File: src/rtl/writeback_queue_if.sv
// Writeback queue bus bundle: memory-stage enqueue, load response and register-file write ports.
interface writeback_queue_if #(
  parameter int unsigned REGS = 32
);
  localparam int unsigned TW = $clog2(REGS);

  // Memory stage enqueue handshake
  logic          in_valid;
  logic          in_ready;
  logic [TW-1:0] in_tgt1;
  logic [TW-1:0] in_tgt2;
  logic [31:0]   in_res1;
  logic [31:0]   in_res2;
  logic          in_is_load;
  logic          in_is_store;
  logic          in_no_wb;
  logic [1:0]    in_size;
  logic          in_signed;
  logic [1:0]    in_addr_lo;

  // Load response handshake
  logic          mem_rsp_valid;
  logic          mem_rsp_ready;
  logic [31:0]   mem_rsp_data;

  // Register file write ports
  logic          we1;
  logic          we2;
  logic [TW-1:0] wb_tgt1;
  logic [TW-1:0] wb_tgt2;
  logic [31:0]   wb_data1;
  logic [31:0]   wb_data2;

  modport master (
    output in_valid, in_tgt1, in_tgt2, in_res1, in_res2,
    output in_is_load, in_is_store, in_no_wb, in_size, in_signed, in_addr_lo,
    output mem_rsp_valid, mem_rsp_data,
    input  in_ready, mem_rsp_ready,
    input  we1, we2, wb_tgt1, wb_tgt2, wb_data1, wb_data2
  );

  modport slave (
    input  in_valid, in_tgt1, in_tgt2, in_res1, in_res2,
    input  in_is_load, in_is_store, in_no_wb, in_size, in_signed, in_addr_lo,
    input  mem_rsp_valid, mem_rsp_data,
    output in_ready, mem_rsp_ready,
    output we1, we2, wb_tgt1, wb_tgt2, wb_data1, wb_data2
  );
endinterface

File: src/rtl/writeback_queue.sv
// In-order writeback buffer: absorbs load responses, aligns sub-word loads and
// retires entries in program order onto registered register-file write ports.
module writeback_queue #(
  parameter int unsigned DEPTH = 4,
  parameter int unsigned REGS  = 32
) (
  input  logic                   clk,
  input  logic                   rst,
  input  logic                   halt,
  writeback_queue_if.slave       bus,
  output logic [REGS-1:0]        pending_mask,
  output logic [$clog2(DEPTH):0] count
);

  localparam int unsigned TW = $clog2(REGS);
  localparam int unsigned AW = $clog2(DEPTH);
  localparam int unsigned CW = AW + 1;

  // One queued instruction; res1 is overwritten by the raw load word on response
  typedef struct packed {
    logic          valid;
    logic          have_data;
    logic [TW-1:0] tgt1;
    logic [TW-1:0] tgt2;
    logic [31:0]   res1;
    logic [31:0]   res2;
    logic          is_load;
    logic          is_store;
    logic          no_wb;
    logic [1:0]    size;
    logic          sgn;
    logic [1:0]    addr_lo;
  } entry_t;

  entry_t        ent_q [DEPTH];
  entry_t        ent_d [DEPTH];
  logic [AW-1:0] head_q, head_d;
  logic [AW-1:0] tail_q, tail_d;
  logic [CW-1:0] count_q, count_d;

  logic          we1_q, we1_d;
  logic          we2_q, we2_d;
  logic [TW-1:0] wb_tgt1_q, wb_tgt1_d;
  logic [TW-1:0] wb_tgt2_q, wb_tgt2_d;
  logic [31:0]   wb_data1_q, wb_data1_d;
  logic [31:0]   wb_data2_q, wb_data2_d;

  logic          in_ready_c;
  logic          rsp_ready_c;
  logic          enq_c;
  logic          rsp_c;
  logic          ret_c;
  logic          fill_found_c;
  logic [AW-1:0] fill_ptr_c;
  entry_t        head_ent_c;

  // Extract and extend the addressed half/byte of a load word
  function automatic logic [31:0] align_load(input logic [31:0] d,
                                             input logic [1:0]  size,
                                             input logic        sgn,
                                             input logic [1:0]  a);
    logic [15:0] h;
    logic [7:0]  b;
    logic [31:0] r;
    h = '0;
    b = '0;
    r = d;
    case (size)
      2'd1: begin
        case (a)
          2'b00:   h = d[15:0];
          2'b01:   h = d[23:8];
          default: h = d[31:16];
        endcase
        r = {{16{sgn & h[15]}}, h};
      end
      2'd2: begin
        b = d[{a, 3'b000} +: 8];
        r = {{24{sgn & b[7]}}, b};
      end
      default: r = d;
    endcase
    return r;
  endfunction

  // Fill pointer: oldest queued load still waiting for data, found by walking from head
  always_comb begin
    fill_found_c = 1'b0;
    fill_ptr_c   = head_q;
    for (int i = 0; i < DEPTH; i++) begin
      if (!fill_found_c &&
          ent_q[head_q + AW'(i)].valid &&
          ent_q[head_q + AW'(i)].is_load &&
          !ent_q[head_q + AW'(i)].have_data) begin
        fill_found_c = 1'b1;
        fill_ptr_c   = head_q + AW'(i);
      end
    end
  end

  // Handshake qualifiers; halt blocks every state change
  assign head_ent_c  = ent_q[head_q];
  assign in_ready_c  = (count_q < CW'(DEPTH)) && !halt;
  assign rsp_ready_c = fill_found_c && !halt;
  assign enq_c       = bus.in_valid && in_ready_c;
  assign rsp_c       = bus.mem_rsp_valid && rsp_ready_c;
  assign ret_c       = head_ent_c.valid && head_ent_c.have_data && !halt;

  // Next state: independent enqueue at tail, response fill, and retire at head
  always_comb begin
    ent_d      = ent_q;
    head_d     = head_q;
    tail_d     = tail_q;
    count_d    = count_q;
    we1_d      = 1'b0;
    we2_d      = 1'b0;
    wb_tgt1_d  = wb_tgt1_q;
    wb_tgt2_d  = wb_tgt2_q;
    wb_data1_d = wb_data1_q;
    wb_data2_d = wb_data2_q;

    if (enq_c) begin
      ent_d[tail_q] = '{valid:     1'b1,
                        have_data: !bus.in_is_load,
                        tgt1:      bus.in_tgt1,
                        tgt2:      bus.in_tgt2,
                        res1:      bus.in_res1,
                        res2:      bus.in_res2,
                        is_load:   bus.in_is_load,
                        is_store:  bus.in_is_store,
                        no_wb:     bus.in_no_wb,
                        size:      bus.in_size,
                        sgn:       bus.in_signed,
                        addr_lo:   bus.in_addr_lo};
      tail_d = tail_q + AW'(1);
    end

    if (rsp_c) begin
      ent_d[fill_ptr_c].have_data = 1'b1;
      ent_d[fill_ptr_c].res1      = bus.mem_rsp_data;
    end

    if (ret_c) begin
      ent_d[head_q].valid = 1'b0;
      head_d     = head_q + AW'(1);
      we1_d      = (head_ent_c.tgt1 != '0) && !head_ent_c.is_store && !head_ent_c.no_wb;
      we2_d      = (head_ent_c.tgt2 != '0) && !head_ent_c.no_wb;
      wb_tgt1_d  = head_ent_c.tgt1;
      wb_tgt2_d  = head_ent_c.tgt2;
      wb_data1_d = head_ent_c.is_load
                 ? align_load(head_ent_c.res1, head_ent_c.size, head_ent_c.sgn, head_ent_c.addr_lo)
                 : head_ent_c.res1;
      wb_data2_d = head_ent_c.res2;
    end

    count_d = count_q + CW'(enq_c) - CW'(ret_c);
  end

  // State and write-port registers with synchronous reset
  always_ff @(posedge clk) begin
    if (rst) begin
      for (int i = 0; i < DEPTH; i++) begin
        ent_q[i] <= '0;
      end
      head_q     <= '0;
      tail_q     <= '0;
      count_q    <= '0;
      we1_q      <= 1'b0;
      we2_q      <= 1'b0;
      wb_tgt1_q  <= '0;
      wb_tgt2_q  <= '0;
      wb_data1_q <= '0;
      wb_data2_q <= '0;
    end else begin
      ent_q      <= ent_d;
      head_q     <= head_d;
      tail_q     <= tail_d;
      count_q    <= count_d;
      we1_q      <= we1_d;
      we2_q      <= we2_d;
      wb_tgt1_q  <= wb_tgt1_d;
      wb_tgt2_q  <= wb_tgt2_d;
      wb_data1_q <= wb_data1_d;
      wb_data2_q <= wb_data2_d;
    end
  end

  // Scoreboard of registers with a queued write; r0 is never reported
  always_comb begin
    pending_mask = '0;
    for (int i = 0; i < DEPTH; i++) begin
      if (ent_q[i].valid && !ent_q[i].no_wb) begin
        if ((ent_q[i].tgt1 != '0) && !ent_q[i].is_store) pending_mask[ent_q[i].tgt1] = 1'b1;
        if (ent_q[i].tgt2 != '0) pending_mask[ent_q[i].tgt2] = 1'b1;
      end
    end
    pending_mask[0] = 1'b0;
  end

  assign bus.in_ready      = in_ready_c;
  assign bus.mem_rsp_ready = rsp_ready_c;
  assign bus.we1           = we1_q;
  assign bus.we2           = we2_q;
  assign bus.wb_tgt1       = wb_tgt1_q;
  assign bus.wb_tgt2       = wb_tgt2_q;
  assign bus.wb_data1      = wb_data1_q;
  assign bus.wb_data2      = wb_data2_q;
  assign count             = count_q;

endmodule

File: src/flat_wrapper.sv
// flat-port wrapper written by rule: the top's interface ports become plain ports
module writeback_queue_flat 
#(
  parameter int unsigned DEPTH = 4,
  parameter int unsigned REGS  = 32
)
  (clk, rst, halt, pending_mask, count, bus_in_valid, bus_in_tgt1, bus_in_tgt2, bus_in_res1, bus_in_res2, bus_in_is_load, bus_in_is_store, bus_in_no_wb, bus_in_size, bus_in_signed, bus_in_addr_lo, bus_mem_rsp_valid, bus_mem_rsp_data, bus_in_ready, bus_mem_rsp_ready, bus_we1, bus_we2, bus_wb_tgt1, bus_wb_tgt2, bus_wb_data1, bus_wb_data2);
  writeback_queue_if #(.REGS(REGS)) bus_i ();
  input  logic clk;
  input  logic rst;
  input  logic halt;
  output logic [REGS-1:0] pending_mask;
  output logic [$clog2(DEPTH):0] count;
  input wire logic [$bits(bus_i.in_valid)-1:0] bus_in_valid;
  input wire logic [$bits(bus_i.in_tgt1)-1:0] bus_in_tgt1;
  input wire logic [$bits(bus_i.in_tgt2)-1:0] bus_in_tgt2;
  input wire logic [$bits(bus_i.in_res1)-1:0] bus_in_res1;
  input wire logic [$bits(bus_i.in_res2)-1:0] bus_in_res2;
  input wire logic [$bits(bus_i.in_is_load)-1:0] bus_in_is_load;
  input wire logic [$bits(bus_i.in_is_store)-1:0] bus_in_is_store;
  input wire logic [$bits(bus_i.in_no_wb)-1:0] bus_in_no_wb;
  input wire logic [$bits(bus_i.in_size)-1:0] bus_in_size;
  input wire logic [$bits(bus_i.in_signed)-1:0] bus_in_signed;
  input wire logic [$bits(bus_i.in_addr_lo)-1:0] bus_in_addr_lo;
  input wire logic [$bits(bus_i.mem_rsp_valid)-1:0] bus_mem_rsp_valid;
  input wire logic [$bits(bus_i.mem_rsp_data)-1:0] bus_mem_rsp_data;
  output wire logic [$bits(bus_i.in_ready)-1:0] bus_in_ready;
  output wire logic [$bits(bus_i.mem_rsp_ready)-1:0] bus_mem_rsp_ready;
  output wire logic [$bits(bus_i.we1)-1:0] bus_we1;
  output wire logic [$bits(bus_i.we2)-1:0] bus_we2;
  output wire logic [$bits(bus_i.wb_tgt1)-1:0] bus_wb_tgt1;
  output wire logic [$bits(bus_i.wb_tgt2)-1:0] bus_wb_tgt2;
  output wire logic [$bits(bus_i.wb_data1)-1:0] bus_wb_data1;
  output wire logic [$bits(bus_i.wb_data2)-1:0] bus_wb_data2;
  assign bus_i.in_valid = bus_in_valid;
  assign bus_i.in_tgt1 = bus_in_tgt1;
  assign bus_i.in_tgt2 = bus_in_tgt2;
  assign bus_i.in_res1 = bus_in_res1;
  assign bus_i.in_res2 = bus_in_res2;
  assign bus_i.in_is_load = bus_in_is_load;
  assign bus_i.in_is_store = bus_in_is_store;
  assign bus_i.in_no_wb = bus_in_no_wb;
  assign bus_i.in_size = bus_in_size;
  assign bus_i.in_signed = bus_in_signed;
  assign bus_i.in_addr_lo = bus_in_addr_lo;
  assign bus_i.mem_rsp_valid = bus_mem_rsp_valid;
  assign bus_i.mem_rsp_data = bus_mem_rsp_data;
  assign bus_in_ready = bus_i.in_ready;
  assign bus_mem_rsp_ready = bus_i.mem_rsp_ready;
  assign bus_we1 = bus_i.we1;
  assign bus_we2 = bus_i.we2;
  assign bus_wb_tgt1 = bus_i.wb_tgt1;
  assign bus_wb_tgt2 = bus_i.wb_tgt2;
  assign bus_wb_data1 = bus_i.wb_data1;
  assign bus_wb_data2 = bus_i.wb_data2;
  writeback_queue #(.DEPTH(DEPTH), .REGS(REGS)) u_core (.clk(clk), .rst(rst), .halt(halt), .bus(bus_i), .pending_mask(pending_mask), .count(count));
endmodule
File: config.mk
export PLATFORM = sky130hd
export DESIGN_NAME = writeback_queue_flat
export DESIGN_NICKNAME = d
export VERILOG_FILES = /design/src/rtl/writeback_queue_if.sv /design/src/rtl/writeback_queue.sv /design/src/flat_wrapper.sv
export SDC_FILE = /design/constraint.sdc
export NUM_CORES = 1
export LEC_CHECK = 0
export BUFFER_PORTS_ARGS = -buffer_cell sky130_fd_sc_hd__buf_2
export CORE_ASPECT_RATIO = 1.75
export CORE_MARGIN = 8
export CORE_UTILIZATION = 55
export CTS_CLUSTER_DIAMETER = 80
export CTS_CLUSTER_SIZE = 8
export DETAILED_ROUTE_END_ITERATION = 8
export GPL_ROUTABILITY_DRIVEN = 0
export GPL_TIMING_DRIVEN = 0
export PLACE_DENSITY = 0.71
export SLEW_MARGIN = 20
export SYNTH_ARGS = -nofsm -noshare
export SYNTH_HDL_FRONTEND = slang
export SYNTH_SLANG_ARGS = --single-unit
File: constraint.sdc
create_clock -name clk -period 5.93 [get_ports clk]
set_input_delay 0.593 -clock clk [delete_from_list [all_inputs] [get_ports clk]]
set_output_delay 0.593 -clock clk [all_outputs]
set_load 0.005 [all_outputs]
==> results.yml <==
outcome:
  outcome: "completed"
run:
  maxCapViolCount: 0
pwr:
  pwr-share-seq_pct: 44.7
  switching_share_pct: 26.3
  p_sw_mw: 1.73
  combPwrFrac_pct: 10.4
  p_int_mw: 4.83
  p_leak_nw: 8.86
  power.density_nw_per_um2: 260
  vdd_ir_drop_max_v: 0.000238
  power_frac_clock_pct: 44.9
floorplanning:
  fp.coreArea_um2: 39700
  rows: 97
  dieHeight_um: 280
  ioPinCount: 232
  start_util_pct: 55.3
  die_w_um: 167
  die_area_um2: 46800
critical_path:
  cp-end-kind: "flop"
  r2r_start: "u_core.head_q[1]"
  crit_fanout: 19
  crit_required_ps: 6480
  r2r-end: "u_core.bus.wb_data1[28]"
  crit_path_start_kind: "flop"
  cp.arrival_ps: 6080
  r2r_setup_slack_ps: 400
  startpoint: "u_core.head_q[1]"
  r2r_cells: 13
  worstSetupPathType: "reg2reg"
clock_network:
  clkTransAtPathRegs_ps: 50
  root_buffer: "clkbuf_16"
  hold_buffers: 0
  cts_buffers: 58
  tritoncts: "yes"
  htreeDepth: 2
  cts_buffer_depth: 3
  clk_latency_ps: 620
  clock_sinks: 419
cells_and_area:
  synthToLayoutAreaGrowth_pct: 15.2
  final_common_cell: "nand2_1"
  mostFrequentLayoutCells: "nand2_1 (556), dfxtp_1 (419), a21oi_1 (275), buf_2 (259), clkbuf_1 (196)"
  drive_gt1_share_pct: 18.1
  nFillCells: 3474
  final_nets: 2944
  fin_cells: 3313
placement:
  dp.cells: 3249
  dp_hpwl_mm: 63.1
  numPortBuffers: 230
detailed_routing:
  postRouteAntennaNets: 0
  wire_per_inst_um: 26.4
  route.vias.total: 22350
  viasPerCell: 6.75
  dr.pass1.iters: 6
  drt_wl_total_mm: 87.5
  drt-initial-drc-count: 2550
  drc_errors: 0
sta:
  slew_headroom_pct: 11.9
  max_freq_mhz: 181
  drv_slew: 0
  final.setup.tns_ps: 0
  setup_viol: 0
  final.min_clock_period_ps: 5530
  hold_viol: 0
  rsz0062_at_grt: "no"
  tightest_slew_ps: 1320
  post-route-period-util_pct: 93.2
  skew_ps: 73.5
  whs_ps: 243
hold_path:
  hp-start: "bus_in_res2[6]"
  hold_class: "in2reg"
  holdPathStages: 3
synthesis:
  synth_cells: 2524
  ys_types: 66
  synthesis.nets: 2656
  synth-edff-count: 0
  syn-cell-area_um2: 21900
  synth-seq-cells: 419
  synth_area_per_cell_um2: 8.70
  synthArstFlopShare_pct: 0
  ys_seq_area_share_pct: 38.2
  synthFlopType: "dfxtp_1"
  yosys_warnings: 0
global_route:
  grt_usage_pct: 36.1
  antenna_found_initial: 5
  gr-total-overflow: 0
  grt_pass1_wl_mm: 131
  grt_max_degree: 19
  grt_pass1_vias: 22592
[worst max-delay path, cell delays in order (launching register included)]
cell	delay [ps]
dfxtp_1	490
buf_2	340
buf_2	380
buf_2	540
buf_2	660
clkbuf_2	460
mux4_2	410
ha_1	340
nor2b_1	120
clkbuf_1	420
nand2_1	170
a2111oi_4	570
clkbuf_1	420
a221o_1	180
[cell usage after synthesis (all sizes together), types with 28 or more instances]
cell type | n | area, um^2
mux2i | 140 | 1400
o22ai | 107 | 669
o31ai | 130 | 1280
clkbuf | 199 | 748
nand3 | 137 | 686
nand3b | 33 | 248
a21oi | 275 | 1380
nand2 | 556 | 2090
a22oi | 36 | 270
nor2 | 33 | 124
buf | 59 | 338
nor2b | 43 | 269
o21ai | 28 | 140
mux4 | 85 | 1910
dfxtp | 419 | 8390
[worst max path at each step]
| stage | to | slack (ps) | cells after the start |
|---|---|---|---|
| after detailed placement | u_core.bus.wb_data1[28] | -260 | 14 |
| after floorplan | u_core.bus.wb_data1[23] | 1520 | 16 |
| final | u_core.bus.wb_data1[28] | 400 | 13 |
| after global placement | u_core.bus.wb_data1[22] | -200 | 14 |
| after CTS | u_core.bus.wb_data1[28] | 20 | 14 |
| after global routing | u_core.bus.wb_data1[24] | 270 | 15 |
[metrics by stage]
step                total power [mW]  util, %  setup slack, ps  area [um^2]
floorplan                       3.37        -             1520        21900
global placement                3.62     59.8             -199        23700
detailed placement              3.64     59.8             -257        23700
CTS                             6.54     63.7             20.2        25300
global route                    6.71     63.7              267        25300
finish                          6.56     63.7              404        25300
[area by class of cell]
class | count | area [um^2] | share of cell area (%)
Sequential cell | 419 | 8390 | 33.2
Buffer | 256 | 1080 | 4.29
Tap cell | 495 | 619 | 2.45
Clock inverter | 4 | 97.6 | 0.386
Antenna cell | 4 | 10.0 | 0.0396
Multi-Input combinational cell | 1833 | 12400 | 49.2
Inverter | 14 | 52.6 | 0.208
Timing Repair Buffer | 230 | 1150 | 4.55
Clock buffer | 58 | 1450 | 5.74
[metal layers]
metal  track usage [%]  vias up  part of all wire (%)
li1                  -     9767                     -
met1              36.5    10514                    32
met2              61.9     1551                    48
met3              9.10      512                    10
met4              30.4        6                   9.3
met5             0.742        -                 0.087
[power by group through the flow]
| stage | logic (mW) | registers (mW) | clock network (mW) |
|---|---|---|---|
| floorplan | 0.403 | 2.97 | 0 |
| global placement | 0.636 | 2.98 | 0 |
| detailed placement | 0.651 | 2.99 | 0 |
| CTS | 0.653 | 2.93 | 2.95 |
| global route | 0.718 | 2.94 | 3.06 |
| finish | 0.682 | 2.93 | 2.95 |
[logic make-up (layout without fill, tap and decap cells)]
logic type	after synthesis	in the layout	synth area share (%)
other	1	5	0.0171
muxes	234	234	15.6
DFF	419	419	38.2
buffers and inverters	272	562	5.19
adders and majority gates	13	13	0.775
and+or+nand+nor	896	896	18.6
xor gates and xnor gates	3	3	0.120
AOI/OAI and AO/OA	686	686	21.6
[timing repair]
item                                    CTS  global route
resized for setup                         1             2
endpoints found under the setup margin   12            12
setup buffers                             0             0
gates cloned                              0             0
Power figures use the tool's default switching activity.
